--- src/rtl/router_sync_n.sv ---
// router_sync_n: destination latch, one-hot FIFO write select and per-channel stall watchdog (1-cycle capture, combinational enables).
// Build option ROUTER_SYNC_N_STICKY_STS_EN keeps a sticky per-channel timeout record in timeout_sts, cleared by sts_clr.
module router_sync_n #(
   parameter int NCH     = 3,
   parameter int TIMEOUT = 30,
   localparam int AW = ($clog2(NCH) < 1) ? 1 : $clog2(NCH),
   localparam int CW = $clog2(TIMEOUT + 1)
) (
   input  logic           clk,
   input  logic           resetn,
   input  logic           detect_add,
   input  logic [AW-1:0]  datain,
   input  logic           write_enb_reg,
   input  logic [NCH-1:0] read_enb,
   input  logic [NCH-1:0] empty,
   input  logic [NCH-1:0] full,
   input  logic           sts_clr,
   output logic [NCH-1:0] vld_out,
   output logic [NCH-1:0] write_enb,
   output logic           fifo_full,
   output logic [NCH-1:0] soft_reset,
   output logic           addr_err,
   output logic [NCH-1:0] timeout_sts
);

   localparam logic [AW:0] NCH_W = (AW+1)'(NCH);

   logic [AW-1:0]          sel_q;
   logic                   sel_vld_q;
   logic                   addr_err_q;
   logic                   in_range;
   logic [NCH-1:0][CW-1:0] cnt_q, cnt_d;
   logic [NCH-1:0]         soft_reset_q, soft_reset_d;

   assign vld_out    = ~empty;
   assign in_range   = ({1'b0, datain} < NCH_W);
   assign addr_err   = addr_err_q;
   assign soft_reset = soft_reset_q;

   always_comb begin
      write_enb = '0;
      fifo_full = 1'b0;
      for (int i = 0; i < NCH; i++) begin
         if (sel_vld_q && (sel_q == AW'(i))) begin
            write_enb[i] = write_enb_reg;
            fifo_full    = full[i];
         end
      end
   end

   // A read or an empty FIFO restarts the count; the wrap edge produces the pulse.
   always_comb begin
      cnt_d        = '0;
      soft_reset_d = '0;
      for (int i = 0; i < NCH; i++) begin
         if (vld_out[i] && !read_enb[i]) begin
            if (cnt_q[i] == CW'(TIMEOUT - 1)) begin
               soft_reset_d[i] = 1'b1;
            end else begin
               cnt_d[i] = cnt_q[i] + CW'(1);
            end
         end
      end
   end

   always_ff @(posedge clk or negedge resetn) begin
      if (!resetn) begin
         sel_q        <= '0;
         sel_vld_q    <= 1'b0;
         addr_err_q   <= 1'b0;
         cnt_q        <= '0;
         soft_reset_q <= '0;
      end else begin
         if (detect_add) begin
            sel_q     <= datain;
            sel_vld_q <= in_range;
         end
         addr_err_q   <= detect_add && !in_range;
         cnt_q        <= cnt_d;
         soft_reset_q <= soft_reset_d;
      end
   end

`ifdef ROUTER_SYNC_N_STICKY_STS_EN
   logic [NCH-1:0] sts_q, sts_d;

   // Set is taken from the pulse being launched, so it wins over a same-cycle clear.
   assign sts_d = (sts_q & ~{NCH{sts_clr}}) | soft_reset_d;

   always_ff @(posedge clk or negedge resetn) begin
      if (!resetn) begin
         sts_q <= '0;
      end else begin
         sts_q <= sts_d;
      end
   end

   assign timeout_sts = sts_q;
`else
   logic unused_sts_clr;
   assign unused_sts_clr = sts_clr;
   assign timeout_sts    = '0;
`endif

endmodule

--- config.mk ---
export PLATFORM = sky130hd
export DESIGN_NAME = router_sync_n
export DESIGN_NICKNAME = d
export VERILOG_FILES = /design/src/rtl/router_sync_n.sv
export SDC_FILE = /design/constraint.sdc
export NUM_CORES = 1
export LEC_CHECK = 0
export ABC_AREA = 0
export CAP_MARGIN = 30
export CORE_ASPECT_RATIO = 1.25
export CORE_MARGIN = 2
export CORE_UTILIZATION = 35
export DETAILED_ROUTE_END_ITERATION = 10
export PLACE_DENSITY = 0.67
export SYNTH_ARGS = -nofsm -noshare
export SYNTH_HDL_FRONTEND = slang
export SYNTH_SLANG_ARGS = --single-unit
--- constraint.sdc ---
create_clock -name clk -period 1.1 [get_ports clk]
set_input_delay 0.22 -clock clk [delete_from_list [all_inputs] [get_ports clk]]
set_output_delay 0.22 -clock clk [all_outputs]
set_load 0.02 [all_outputs]
Yosys cells after proc, flatten, opt, wreduce, memory -nomap -nowiden
Cells that the tools add are included.

cells by class
  multiplexer cells = 18
  equal/unequal tests = 5
  bitwise gates (word level) = 1
  $add $sub $neg = 3
  reduce and logical (&&, ||, !) cells = 12
  $lt $le $gt $ge = 1

operators by type and width
  kind                                                 count
  2-to-1 mux 5 bit                                     6
  adder 5 x 1 -> 5 bit, second input constant          3
  equality test 5 bit, second input constant           3
  2-to-1 mux 1 bit                                     12
  logical AND 1 bit                                    7
  zero test 1 bit                                      4
  inverter 3 bit                                       1
  equality test 2 x 1 -> 1 bit, second input constant  1
  equality test 2 bit, second input constant           1
  zero test 2 bit                                      1
  less-than comparator 2 bit, second input constant    1

storage, ports and cells
  register bits = 22
  output and inout port bits = 14
  input port bits = 16

Depth between registers and ports, before layout
  depth in word-level cells = 5
  depth in mapped cells = 5

Worst setup path before layout
Ideal clock, no wire load.

  path kind = flip-flop to output port
  start point = reg sel_q[0]
  end point = out write_enb[2]
  stages on the path, launching flop included = 2
  buffers on the path = 0
  slack = -0.074 ns
  arrival time = 0.954 ns
  required time = 0.880 ns
  cell sequence = dfrtp_1 nor3b_1

on the way
  longest elaborated chain between the ends = 3

ends and longest elaborated chain
  what                    line  source
  from (decl)             28    logic [AW-1:0] sel_q;
  from (signal assigned)  75    sel_q <= datain;
  equality test 2 bit     44    if (sel_vld_q && (sel_q == AW'(i))) begin
  logical AND 1 bit       44
  2-to-1 mux 1 bit        44
  to (decl)               19    output logic [NCH-1:0] write_enb,

Every way passes these cells.

Worst setup path after layout
  start point = reg sel_q[0]
  end point = out fifo_full

on the way
  longest elaborated chain between the ends = 5
  elaborated cells between the ends (all ways) = 9

ends and longest elaborated chain
  what                           line  source
  zero test 2 bit                44
  logical AND 1 bit              44
  2-to-1 mux 1 bit (2 in a row)  44
  2-to-1 mux 1 bit (*)           44
  to (decl)                      20    output logic fifo_full,

Every way passes the cells marked *; elsewhere a longest branch is shown, timed or not.

==> impl_results.md <==
* Failing checks: setup timing
* Synth cell types at 19
* Worst Hold Class: in2async
* Die X-Extent at 51.4 µm
* Total wire length at 1920 µm
* WL/cell at 11.7 µm
* CP Launch Type: register
* Cell area after synthesis at 985 µm²
* Die footprint at 3260 µm²
* Clock power frac at 28.1%
* Initial Util at 36.7%
* CP Data Arrival Time at 1.33 ns
* CTS Root Cell: clkbuf_4
* Drt first pass iters at 3
* CTS tree: yes
* Seq/Total Area, Yosys at 55.9%
* Sequential Power Share at 56.0%
* Final RePlAce weighted congestion at 0.699
* Final worst path period need at 1.55 ns
* Area growth syn-to-layout at 40.3%
* Peak VDD IR at 0.621 mV
* H-tree levels at 1
* Tot GR Track Use at 12.6%
* Slowest CP cell: dfrtp_2
* # DRC at 0
* CTS max path bufs at 2
* Leak Pwr at 0.659 nW
* Vias/cell at 4.58
* Cells after Synth at 93
* DRT antenna net count at 0
* Design Area, Final at 1380 µm²
* Clk_lat worst skew at 0.30 ns
* Placed cell area at 1320 µm²
* Internal power at 1.16 mW
* Vias at 746
* Global-route wire length before repair at 3110 µm
* I/O Buffers at 25
* Synth area leaders: dfrtp_1 (56%), ha_1 (7.6%), nor2_1 (7.6%), xor2_1 (5.3%), nand3_1 (3.0%)
* Final Cycle Share at 141%
* Crit-path max FO at 5
* Yosys reg bits at 22
* CTS sink cnt at 22
* Skew final at 0.00310 ns
* Slew Viols, Final at 0
* ANT cells at 0
* Fraction of layout instances using a drive strength above 1 at 26.4%
* Critical Path End Type: primary output
* Crit path kind: reg2out
* Pwr/cell area at 1110 nW/µm²
* Largest area contributor in the netlist: dfrtp_1
* Reported net switching power at 0.372 mW
* Worst-path cell chain: mux2i_1 > o21ai_1 > and2_1 > buf_6
* Register-to-Register Path Depth at 4
* Nets at 152
* Avg Cell Area, Syn at 10.6 µm²
* Total Power at 1.53 mW
* Hpwl dp at 1360 µm
* Setup ws final at -0.451 ns
* Fmax achieved at 645 MHz
* Max incr delay on CP at 0.43 ns
* Area fraction of the dominant cell type after synthesis at 55.9%
* Share of power burned in combinational logic at 15.9%
* Worst hold slack at 0.266 ns
* Final setup TNS at -1.33 ns
* Initial antenna violation count at 0
* DRT iter0 DRCs at 4
* Maximum number of pins on one net before global-route repair at 23
* Max_cap viols at 0
* Final setup viols at 4
* # rows at 21
* Core box area at 2680 µm²
* CTS Buf Count at 3
* Io pins at 30
* YS warnings at 0
* Switching share of power at 24.3%
* Vias in the first global route at 771
* Final Hold Fails at 0
* Chip height at 63.3 µm
* Outcome: finished, violations left
* RSZ-0062 raised after global routing: yes
* WP data required at 0.88 ns
* Worst-path clk slew at 0.12 ns
* GRT overflow at 0
==> placed cells by master (no fill, tap or decap), types with 2 or more instances in the layout <==
cell	count
mux2_1	2
nand2_2	4
ha_1	6
nor3_1	3
xor2_1	6
dlygate4sd2_1	3
inv_1	6
nor2_1	17
dfrtp_2	2
clkbuf_4	3
clkdlybuf4s50_1	11
xnor2_1	3
nand3_1	6
nand4_1	3
conb_1	3
buf_6	4
dfrtp_1	20
nor2_2	3
buf_2	4
buf_4	10
==> per-stage QoR <==
| stage | worst slack [ns] | util (%) | std cells |
|---|---|---|---|
| final | -0.451 | 51.5 | 163 |
| after global routing | -0.529 | 51.5 | 163 |
| after CTS | -0.429 | 49.2 | 161 |
| after detailed placement | -0.695 | 49.2 | 156 |
| after global placement | -0.691 | 49.2 | 156 |
| after floorplan | -0.0732 | - | 95 |
==> synthesized netlist by cell type, drive strengths merged <==
cell type	count
nand3	6
nand4	3
nand2	4
buf	3
nand3b	1
nor3	4
mux2	2
xnor2	3
and2	1
mux2i	1
and3	1
xor2	6
inv	6
ha	6
nor3b	2
o21ai	1
dfrtp	22
nor2	20
conb	1
==> final cells by class <==
type,count,area (µm²)
Multi-Input combinational cell,64,430
Inverter,6,22.5
Fill cell,262,1300
Clock buffer,4,36.3
Tap cell,34,42.5
Sequential cell,22,553
Timing Repair Buffer,33,297
==> metal layers <==
metal | global-route usage, % | vias up | share of wire [%] | routed length [µm]
met2 | 21.6 | 16 | 56 | 1070
met4 | 7.89 | 0 | 1.4 | 27
li1 | - | 372 | - | -
met5 | 0 | - | 0 | 0
met1 | 13.6 | 356 | 39 | 748
met3 | 2.61 | 2 | 3.8 | 73
==> cell families after synthesis <==
family          synth area share (%)
compound gates                 0.508
xor+xnor                        8.01
fa+ha+maj                       7.62
buf+inv                         4.57
flops                           55.9
mux                             3.30
other cells                    0.381
simple gates                    19.7
==> registers in the layout, summed over array words and instances (netlist names) <==
register and flops:
addr_err 1, cnt_q 15, soft_reset 3, sel_q 2, sel_vld_q 1
==> worst paths after layout <==
path | slack, ns | from | end
worst max-delay path | -0.45 | sel_q[0]$_DFFE_PN0P_ | fifo_full
worst min-delay path | 0.27 | resetn | cnt_q[11]$_DFF_PN0_
worst max register to register | 0.03 | cnt_q[10]$_DFF_PN0_ | cnt_q[14]$_DFF_PN0_
worst min register to register | 0.49 | cnt_q[5]$_DFF_PN0_ | cnt_q[5]$_DFF_PN0_
max in group asynchronous | 0.69 | resetn | sel_q[1]$_DFFE_PN0P_
min in group clk | 0.31 | empty[2] | soft_reset[2]$_DFF_PN0_
==> critical path: cells and delay by family, from the launching register on <==
family | cells | cell delay (ns)
AO/OA/AOI/OAI | 1 | 0.09
flip-flops | 1 | 0.43
buffers and inverters | 1 | 0.13
AND/OR/NAND/NOR | 1 | 0.15
multiplexers | 1 | 0.24
==> power by group through the flow <==
stage	Combinational [mW]	Sequential (mW)	Clock (mW)
floorplan	0.0949	0.867	0
global placement	0.223	0.868	0
detailed placement	0.227	0.870	0
CTS	0.223	0.854	0.454
global route	0.267	0.863	0.493
finish	0.245	0.859	0.431
==> repair_timing <==
item | in CTS | in global routing
hold buffers | 0 | 0
pin swaps | 1 | 3
setup buffers | 1 | 2
gates cloned | 0 | 0
resized for setup | 55 | 16
setup endpoints to repair | 11 | 20
Power figures use the tool's default switching activity.
